**config.mk**
```make
export PLATFORM = sky130hd
export DESIGN_NAME = cache_line_mover
export DESIGN_NICKNAME = d
export VERILOG_FILES = /design/src/rtl/cache_line_mover.sv
export SDC_FILE = /design/constraint.sdc
export NUM_CORES = 1
export LEC_CHECK = 0
export BUFFER_PORTS_ARGS = -buffer_cell sky130_fd_sc_hd__buf_2
export CAP_MARGIN = 20
export CORE_AREA = 2 2 161 163
export CTS_BUF_LIST = sky130_fd_sc_hd__clkbuf_4 sky130_fd_sc_hd__clkbuf_8
export DETAILED_ROUTE_END_ITERATION = 12
export DIE_AREA = 0 0 163 165
export PLACE_DENSITY = 0.68
export SLEW_MARGIN = 20
export SYNTH_ARGS = -nofsm -noshare
export SYNTH_HDL_FRONTEND = slang
export SYNTH_SLANG_ARGS = --single-unit
```
**constraint.sdc**
```tcl
create_clock -name globalclock -period 6.2 [get_ports globalclock]
set_clock_uncertainty 0.1 [all_clocks]
set_input_delay 0.31 -clock globalclock [delete_from_list [all_inputs] [get_ports globalclock]]
set_output_delay 0.31 -clock globalclock [all_outputs]
set_load 0.01 [all_outputs]
```
**src/rtl/cache_line_mover.sv**
```systemverilog
// Line-transfer engine between the direct-mapped cache data array and RAM: optional writeback, then beat-wise fill.
// Optional fill watchdog is compiled in when CACHE_LINE_MOVER_TIMEOUT_EN is defined.
module cache_line_mover #(
  parameter int LINE_W         = 128,
  parameter int BEAT_W         = 32,
  parameter int IDX_W          = 10,
  parameter int LADDR_W        = 22,
  parameter int TIMEOUT_CYCLES = 255
) (
  input  logic               globalclock,
  input  logic               reset,
  input  logic               req_valid,
  output logic               req_ready,
  input  logic               req_evict,
  input  logic [IDX_W-1:0]   req_index,
  input  logic [LADDR_W-1:0] req_evict_addr,
  input  logic [LADDR_W-1:0] req_fill_addr,
  output logic               done,
  output logic               err,
  output logic [IDX_W-1:0]   cdm_address,
  output logic               cdm_wrEn,
  output logic [LINE_W-1:0]  cdm_inData,
  input  logic [LINE_W-1:0]  cdm_outData,
  output logic               ram_cmd_valid,
  input  logic               ram_cmd_ready,
  output logic               ram_cmd_write,
  output logic [LADDR_W-1:0] ram_cmd_addr,
  output logic               ram_wdata_valid,
  input  logic               ram_wdata_ready,
  output logic [BEAT_W-1:0]  ram_wdata,
  input  logic               ram_rdata_valid,
  input  logic [BEAT_W-1:0]  ram_rdata
);

  localparam int BEATS = LINE_W / BEAT_W;
  localparam int CNT_W = (BEATS > 1) ? $clog2(BEATS) : 1;
  localparam logic [CNT_W-1:0] LAST_BEAT = CNT_W'(BEATS - 1);

  typedef enum logic [2:0] {
    S_IDLE,
    S_EVICT_CMD,
    S_EVICT_DATA,
    S_FILL_CMD,
    S_FILL_DATA,
    S_FILL_WRITE,
    S_DONE
  } state_e;

  state_e                         state_q, state_d;
  logic [CNT_W-1:0]               cnt_q, cnt_d;
  logic [BEATS-1:0][BEAT_W-1:0]   line_q, line_d;
  logic [IDX_W-1:0]               idx_q, idx_d;
  logic [LADDR_W-1:0]             eaddr_q, eaddr_d;
  logic [LADDR_W-1:0]             faddr_q, faddr_d;
  logic                           timeout;

`ifdef CACHE_LINE_MOVER_TIMEOUT_EN
  localparam int WD_W = $clog2(TIMEOUT_CYCLES + 1);

  logic [WD_W-1:0] wdog_q, wdog_d;
  logic            err_q, err_d;

  // Watchdog counts consecutive idle cycles in FILL_DATA; any beat restarts it.
  assign timeout = (state_q == S_FILL_DATA) && !ram_rdata_valid &&
                   (wdog_q == WD_W'(TIMEOUT_CYCLES - 1));

  always_comb begin
    wdog_d = wdog_q;
    err_d  = err_q;
    if (state_q == S_IDLE) err_d = 1'b0;
    if ((state_q != S_FILL_DATA) || ram_rdata_valid) begin
      wdog_d = '0;
    end else if (timeout) begin
      wdog_d = '0;
      err_d  = 1'b1;
    end else begin
      wdog_d = wdog_q + 1'b1;
    end
  end

  always_ff @(posedge globalclock or posedge reset) begin
    if (reset) begin
      wdog_q <= '0;
      err_q  <= 1'b0;
    end else begin
      wdog_q <= wdog_d;
      err_q  <= err_d;
    end
  end

  assign err = (state_q == S_DONE) && err_q;
`else
  assign timeout = 1'b0;
  assign err     = 1'b0;
`endif

  always_comb begin
    state_d = state_q;
    cnt_d   = cnt_q;
    line_d  = line_q;
    idx_d   = idx_q;
    eaddr_d = eaddr_q;
    faddr_d = faddr_q;
    unique case (state_q)
      S_IDLE: begin
        if (req_valid) begin
          idx_d   = req_index;
          eaddr_d = req_evict_addr;
          faddr_d = req_fill_addr;
          state_d = req_evict ? S_EVICT_CMD : S_FILL_CMD;
        end
      end
      S_EVICT_CMD: begin
        // Snapshot the resident line now, before the fill can overwrite the same index.
        if (ram_cmd_ready) begin
          line_d  = cdm_outData;
          cnt_d   = '0;
          state_d = S_EVICT_DATA;
        end
      end
      S_EVICT_DATA: begin
        if (ram_wdata_ready) begin
          cnt_d = cnt_q + 1'b1;
          if (cnt_q == LAST_BEAT) state_d = S_FILL_CMD;
        end
      end
      S_FILL_CMD: begin
        if (ram_cmd_ready) begin
          cnt_d   = '0;
          state_d = S_FILL_DATA;
        end
      end
      S_FILL_DATA: begin
        if (ram_rdata_valid) begin
          line_d[cnt_q] = ram_rdata;
          cnt_d         = cnt_q + 1'b1;
          if (cnt_q == LAST_BEAT) state_d = S_FILL_WRITE;
        end else if (timeout) begin
          state_d = S_DONE;
        end
      end
      S_FILL_WRITE: state_d = S_DONE;
      S_DONE:       state_d = S_IDLE;
      default:      state_d = S_IDLE;
    endcase
  end

  always_ff @(posedge globalclock or posedge reset) begin
    if (reset) begin
      state_q <= S_IDLE;
      cnt_q   <= '0;
      line_q  <= '0;
      idx_q   <= '0;
      eaddr_q <= '0;
      faddr_q <= '0;
    end else begin
      state_q <= state_d;
      cnt_q   <= cnt_d;
      line_q  <= line_d;
      idx_q   <= idx_d;
      eaddr_q <= eaddr_d;
      faddr_q <= faddr_d;
    end
  end

  // Outputs decode from state and registers only, so reset clears them asynchronously.
  assign req_ready       = (state_q == S_IDLE);
  assign done            = (state_q == S_DONE);
  assign cdm_wrEn        = (state_q == S_FILL_WRITE);
  assign cdm_address     = idx_q;
  assign cdm_inData      = line_q;
  assign ram_cmd_valid   = (state_q == S_EVICT_CMD) || (state_q == S_FILL_CMD);
  assign ram_cmd_write   = (state_q == S_EVICT_CMD);
  assign ram_cmd_addr    = (state_q == S_EVICT_CMD) ? eaddr_q :
                           (state_q == S_FILL_CMD)  ? faddr_q : '0;
  assign ram_wdata_valid = (state_q == S_EVICT_DATA);
  assign ram_wdata       = (state_q == S_EVICT_DATA) ? line_q[cnt_q] : '0;

endmodule

```
==> impl_metrics.py, run 1 <==
metrics = {
    "outcome": {
        "outcome": "finished, final reports clean",
    },
    "timing": {
        "period_needed_ns": 3.93,
        "slew_viol_final": 0,
        "hold_violations": 0,
        "setup_tns_ns": 0,
        "period_share_pct": 63.4,
        "max_slew_margin_pct": 27.4,
        "timing.fmax_mhz": 254,
        "setup_viol": 0,
        "layout_setup_ws_ns": 2.27,
        "rsz0062_at_grt": "no",
        "worstMarginPinSlew_ns": 1.09,
    },
    "worst_setup_path": {
        "slowest_delay_ns": 0.92,
        "endpoint_kind": "register",
        "arrival_ns": 4.22,
        "crit_path_top_delay_cell": "a21oi_4",
        "path_max_fanout": 37,
        "path_buf_inv": 2,
        "critPathRequiredTime_ns": 6.49,
        "crit_family": "compound AO/OA/AOI/OAI gates",
        "crit_path_start_kind": "register",
        "critical_path_class": "register to register",
        "crit_chain": "inv_1 > ha_2 > nand4b_1 > a21oi_4 > buf_4 > nor2_1 > a31oi_1",
    },
    "layout": {
        "drive_above_1_share_pct": 36.4,
        "multi_input_area_mm2": 0.00464,
        "final_common_cell": "buf_2",
        "fillers": 2161,
        "final_nets": 1769,
        "final_area_mm2": 0.0142,
        "regArea_mm2": 0.00468,
        "final_cell_mix": "buf_2, dfrtp_1, dlygate4sd3_1, nor2_1, nand2_1",
        "area_growth_pct": 43.9,
    },
    "route": {
        "postRouteAntennaNets": 0,
        "via_count": 10300,
        "route.detailed.drc": 0,
        "routedWlPerCell_um": 19.6,
        "drtPass1Iterations": 7,
        "drtIter0Drc": 994,
        "routed_wl_um": 37000,
        "routed_via_density": 5.45,
    },
    "die": {
        "dieArea_mm2": 0.0269,
        "start_util_pct": 39.3,
        "rows": 58,
        "coreArea_mm2": 0.0250,
        "die_h_um": 165,
        "io_pins": 420,
        "fp.dieW_um": 163,
    },
    "clock_tree": {
        "cts-buffers-inserted": 17,
        "clkSinkCount": 187,
        "cts_tree": "yes",
        "cts_buffer_depth": 2,
        "cts_root_buf": "clkbuf_8",
        "cts_htree_levels": 4,
        "clk_latency_ns": 0.47,
        "postCtsResizedCells": 0,
        "clkTransAtPathRegs_ns": 0.11,
    },
    "global_route": {
        "grt_overflow": 0,
        "grt_max_degree": 122,
        "grt_pass1_vias": 10100,
        "grt_pass1_wl_um": 55800,
        "grt_usage_pct": 26.9,
        "antenna_found_initial": 4,
    },
    "synthesis": {
        "ys_warn_count": 0,
        "postSynthAreaPerCell_um2": 9.74,
        "ys_ff_latch": 187,
        "yosys.cell_types.count": 32,
        "netlist_area_mm2": 0.00984,
        "syn_nets": 1235,
        "seq_area_frac_synth_pct": 47.6,
        "synth_cells": 1010,
    },
    "place": {
        "preCtsSetupSlack_ns": 2.31,
        "hpwl_um": 23800,
        "gp_congestion": 0.959,
        "place_area_mm2": 0.0120,
        "numPortBuffers": 418,
    },
    "power_and_ir_drop": {
        "power_density_mw_per_mm2": 477,
        "ir_drop_mv": 0.240,
        "p_leak_nw": 6.51,
    },
    "hold_path": {
        "hold_path.class": "primary input to register",
    },
    "flow_run": {
        "maxCapViolCount": 0,
    },
}
[sequential cells by signal, indices dropped and copies added (netlist names)]
name         count
faddr_q         22
cnt_q            2
state_q          3
cdm_inData     128
cdm_address     10
eaddr_q         22
[report_power, final]
part	switching (mW)	internal, mW	total (mW)
Sequential	0.599	1.84	2.44
Clock	0.500	0.315	0.815
Combinational	1.89	1.61	3.50
[cell type report]
class / count / share of cell area (%)
repair buffers: 610 / 28.2
clock inverters: 12 / 0.787
flip-flops and latches: 187 / 33.1
clock buffers: 20 / 1.90
well taps: 330 / 2.92
multi-input cells: 720 / 32.8
inverters: 8 / 0.265
diodes: 4 / 0.0707
[worst reg2reg max path, stage by stage (launching register included)]
cell	delay [ns]
dfrtp_2	0.80
inv_1	0.25
ha_2	0.79
nand4b_1	0.29
a21oi_4	0.92
buf_4	0.46
nor2_1	0.08
a31oi_1	0.16
[cell usage after synthesis]
cell type	count	area (um2)
buf_4	10	75.1
conb_1	1	3.75
nand2b_1	5	31.3
nor2b_1	32	200
nand4b_2	1	15.0
nor3_1	3	15.0
and3_1	2	12.5
a21oi_1	5	25.0
nand2_1	130	488
a21oi_4	4	65.1
inv_1	8	30.0
mux4_2	32	721
buf_2	40	200
and2_1	1	6.26
mux2i_1	24	240
ha_1	4	50.1
nand3b_1	2	15.0
nand3b_4	1	20.0
nand4b_1	3	26.3
o221ai_1	1	8.76
buf_6	9	101
o21ai_0	1	5.00
mux2_2	55	619
buf_1	1	3.75
clkbuf_1	35	131
a31oi_1	129	807
nor2_1	152	571
or3_1	2	12.5
and3b_1	1	8.76
nand3_1	128	641
dfrtp_1	187	4680
o32a_1	1	10.0
[stage by stage]
| stage | power (mW) | cells | hold WS (ns) | util [%] |
|---|---|---|---|---|
| 6_report | 6.75 | 1891 | 0.0266 | 56.5 |
| 2_1_floorplan | 4.51 | 1010 | 0.322 | - |
| 4_1_cts | 6.72 | 1884 | 0.00110 | 56.4 |
| 5_1_grt | 7.19 | 1891 | 0.000752 | 56.5 |
| 3_3_place_gp | 5.74 | 1674 | 0.386 | 47.7 |
| 3_5_place_dp | 5.82 | 1674 | 0.391 | 47.7 |
[cell families (layout without fill, tap and decap cells)]
| group | count (synthesis) | in the layout | synth area share, % |
|---|---|---|---|
| and+or+nand+nor | 463 | 463 | 21.0 |
| DFF | 187 | 187 | 47.6 |
| AOI/OAI and AO/OA | 141 | 141 | 9.36 |
| muxes | 111 | 111 | 16.1 |
| buffers and inverters | 103 | 650 | 5.51 |
| adders and majority gates | 4 | 4 | 0.509 |
| other | 1 | 5 | 0.0381 |
[repair_timing]
action / 4_1_cts / 5_1_grt
setup buffers: 0 / 0
endpoints found under the hold margin: 297 / 3
hold buffers: 178 / 3
[metal layers]
metal | GRT usage [%] | up-vias | routed length, um
met3 | 6.08 | 110 | 3290
met4 | 13.5 | 0 | 1550
li1 | - | 4637 | -
met1 | 32.7 | 4930 | 14100
met2 | 45.1 | 634 | 18000
met5 | 0 | - | 0
[final timing paths]
path | slack (ns) | startpoint | cells after the start | endpoint
hold / removal | 0.03 | ram_rdata[22] | 3 | cdm_inData[54]$_DFFE_PP0P_
max in group asynchronous | 4.06 | reset | 4 | cdm_inData[49]$_DFFE_PP0P_
setup reg to reg | 2.27 | cnt_q[1]$_DFFE_PP0P_ | 7 | cdm_inData[13]$_DFFE_PP0P_
min in group asynchronous | 0.42 | reset | 3 | cdm_inData[23]$_DFFE_PP0P_
hold reg to reg | 0.42 | eaddr_q[14]$_DFFE_PP0P_ | 1 | eaddr_q[14]$_DFFE_PP0P_
setup / recovery | 2.27 | cnt_q[1]$_DFFE_PP0P_ | 7 | cdm_inData[13]$_DFFE_PP0P_
No activity file was read; power rests on OpenSTA's default activity.
==> run 2: changes to the inputs <==
--- a/config.mk
+++ b/config.mk
@@ -7,11 +7,11 @@
 export LEC_CHECK = 0
 export BUFFER_PORTS_ARGS = -buffer_cell sky130_fd_sc_hd__buf_2
 export CAP_MARGIN = 20
-export CORE_AREA = 2 2 161 163
+export CORE_AREA = 2 2 165 167
 export CTS_BUF_LIST = sky130_fd_sc_hd__clkbuf_4 sky130_fd_sc_hd__clkbuf_8
 export DETAILED_ROUTE_END_ITERATION = 12
-export DIE_AREA = 0 0 163 165
-export PLACE_DENSITY = 0.68
+export DIE_AREA = 0 0 167 169
+export PLACE_DENSITY = 0.67
 export SLEW_MARGIN = 20
 export SYNTH_ARGS = -nofsm -noshare
 export SYNTH_HDL_FRONTEND = slang
==> constraint.sdc (replaced) <==
create_clock -name globalclock -period 3.5 [get_ports globalclock]
set_clock_uncertainty 0.1 [all_clocks]
set_input_delay 0.175 -clock globalclock [delete_from_list [all_inputs] [get_ports globalclock]]
set_output_delay 0.175 -clock globalclock [all_outputs]
set_load 0.01 [all_outputs]
==> run 2 against run 1 <==
Against the previous run: sequential share of layout area is 3.2 points lower; fmax up 28%; die area up 4.9%; flip-flop and latch count did not move; non-clock buffer count is 145 higher; combinational power is 120% higher; critical path depth grew 1; via count grew 7.3%; register-to-register slack worse by 1.9 ns; final cell count up 8.0%; worst setup slack lost 1.9 ns; largest cell class is now buffers.
==> impl_metrics.py, run 2 (synthesis gave the netlist of run 1 again) <==
metrics = {
    "global_route": {
        "grt_max_degree": 129,
        "grt_pass1_vias": 11700,
        "grt_pass1_wl_um": 62000,
        "antenna_found_initial": 0,
        "grt_usage_pct": 27.6,
        "grt_overflow": 0,
    },
    "worst_setup_path": {
        "crit_path_start_kind": "register",
        "critical_path_class": "register to register",
        "path_max_fanout": 42,
        "endpoint_kind": "register",
        "arrival_ns": 3.39,
        "reg2reg_slack_ns": 0.42,
        "critPathRequiredTime_ns": 3.80,
    },
    "layout": {
        "final_common_cell": "buf_2",
        "area_growth_pct": 59.3,
        "final_nets": 1914,
        "drive_above_1_share_pct": 33.9,
        "final_area_mm2": 0.0157,
        "diodes": 0,
        "finish.utilization_pct": 59.1,
        "largest_register_ffs": 128,
        "final_cell_mix": "buf_2, dlygate4sd3_1, dfrtp_1, nor2_1, nand2_1",
    },
    "timing": {
        "period_needed_ns": 3.08,
        "setup_viol": 0,
        "period_share_pct": 88.0,
        "setup_tns_ns": 0,
        "layout_setup_ws_ns": 0.418,
        "rsz0062_at_grt": "no",
        "hold_violations": 0,
        "slew_viol_final": 0,
        "timing.fmax_mhz": 325,
        "worstMarginPinSlew_ns": 0.846,
        "max_slew_margin_pct": 43.5,
    },
    "die": {
        "dieArea_mm2": 0.0282,
        "io_pins": 420,
        "rows": 60,
        "fp.dieW_um": 167,
        "coreArea_mm2": 0.0265,
        "start_util_pct": 37.1,
        "die_h_um": 169,
    },
    "route": {
        "route.detailed.drc": 0,
        "routed_wl_um": 39900,
        "via_count": 11100,
        "routedWlPerCell_um": 19.5,
        "drtPass1Iterations": 5,
        "postRouteAntennaNets": 0,
        "routed_via_density": 5.42,
        "drtIter0Drc": 994,
    },
    "clock_tree": {
        "clkTransAtPathRegs_ns": 0.11,
        "clkSinkCount": 187,
        "clk_latency_ns": 0.46,
        "holdBufCountCts": 313,
        "postCtsResizedCells": 0,
        "cts_root_buf": "clkbuf_8",
        "cts_setup_buffers": 0,
        "cts_htree_levels": 4,
        "cts_tree": "yes",
        "cts-buffers-inserted": 17,
        "cts_buffer_depth": 2,
    },
    "place": {
        "gp_congestion": 0.865,
        "numPortBuffers": 418,
        "hpwl_um": 23800,
        "preCtsSetupSlack_ns": 0.904,
        "place_area_mm2": 0.0121,
    },
    "power_and_ir_drop": {
        "power_density_mw_per_mm2": 866,
        "ir_drop_mv": 0.487,
        "p_leak_nw": 7.09,
        "finalPower_mw": 13.6,
    },
    "outcome": {
        "outcome": "finished, final reports clean",
    },
    "hold_path": {
        "hold_path.class": "primary input to register",
    },
    "flow_run": {
        "maxCapViolCount": 0,
    },
}
run 2: cell count changes in the layout (fill, tap and decap cells not counted), moves of 3 or more:
cell           previous run  this run
buf_12                    0         5
buf_4                    11        18
clkinvlp_4                5         1
diode_2                   4         0
dlygate4sd3_1           181       313
inv_6                     1         4
run 2: layer usage:
metal  vias to the layer above  track usage [%]  wire [um]
met5                         -                0          0
met4                         0             11.0       1300
met3                       119             6.76       3470
met2                       693             48.8      20100
met1                      5333             32.3      15000
li1                       4916                -          -
run 2: final timing paths:
path,from,endpoint,depth (start not counted)
max,cnt_q[1]$_DFFE_PP0P_,cdm_inData[32]$_DFFE_PP0P_,8
min,ram_rdata_valid,state_q[0]$_DFFE_PP0P_,5
max reg2reg,cnt_q[1]$_DFFE_PP0P_,cdm_inData[32]$_DFFE_PP0P_,8
min reg2reg,faddr_q[19]$_DFFE_PP0P_,faddr_q[19]$_DFFE_PP0P_,1
max in group asynchronous,reset,cdm_inData[40]$_DFFE_PP0P_,4
min in group asynchronous,reset,cdm_inData[27]$_DFFE_PP0P_,3
run 2: layout make-up:
type                    count  area, um2
clock inverters            13        150
clock buffers              18        248
inverters                   8       33.8
multi-input cells         720       4640
flip-flops and latches    187       4680
fillers                  2158      10800
repair buffers            755       5490
well taps                 341        427
run 2: worst max-delay path: stages (launching register included):
cell and delay [ns]:
dfrtp_2 0.60, inv_1 0.18, ha_2 0.20, nand4b_1 0.17, a21oi_4 0.63, buf_12 0.31
nor2_1 0.08, a31oi_1 0.16, dlygate4sd3_1 0.58
run 2: metrics by stage:
stage          hold WS, ns  cells
4_1_cts             0.0694   2041
3_3_place_gp         0.277   1697
3_5_place_dp         0.286   1697
6_report             0.111   2042
2_1_floorplan        0.187   1010
5_1_grt              0.110   2042
run 2: where the power goes:
group | leakage (nW) | switching, mW | total (mW) | internal, mW
Combinational | 4.78 | 3.76 | 7.80 | 4.04
Clock | 0.203 | 0.902 | 1.52 | 0.614
Sequential | 2.12 | 1.00 | 4.26 | 3.25
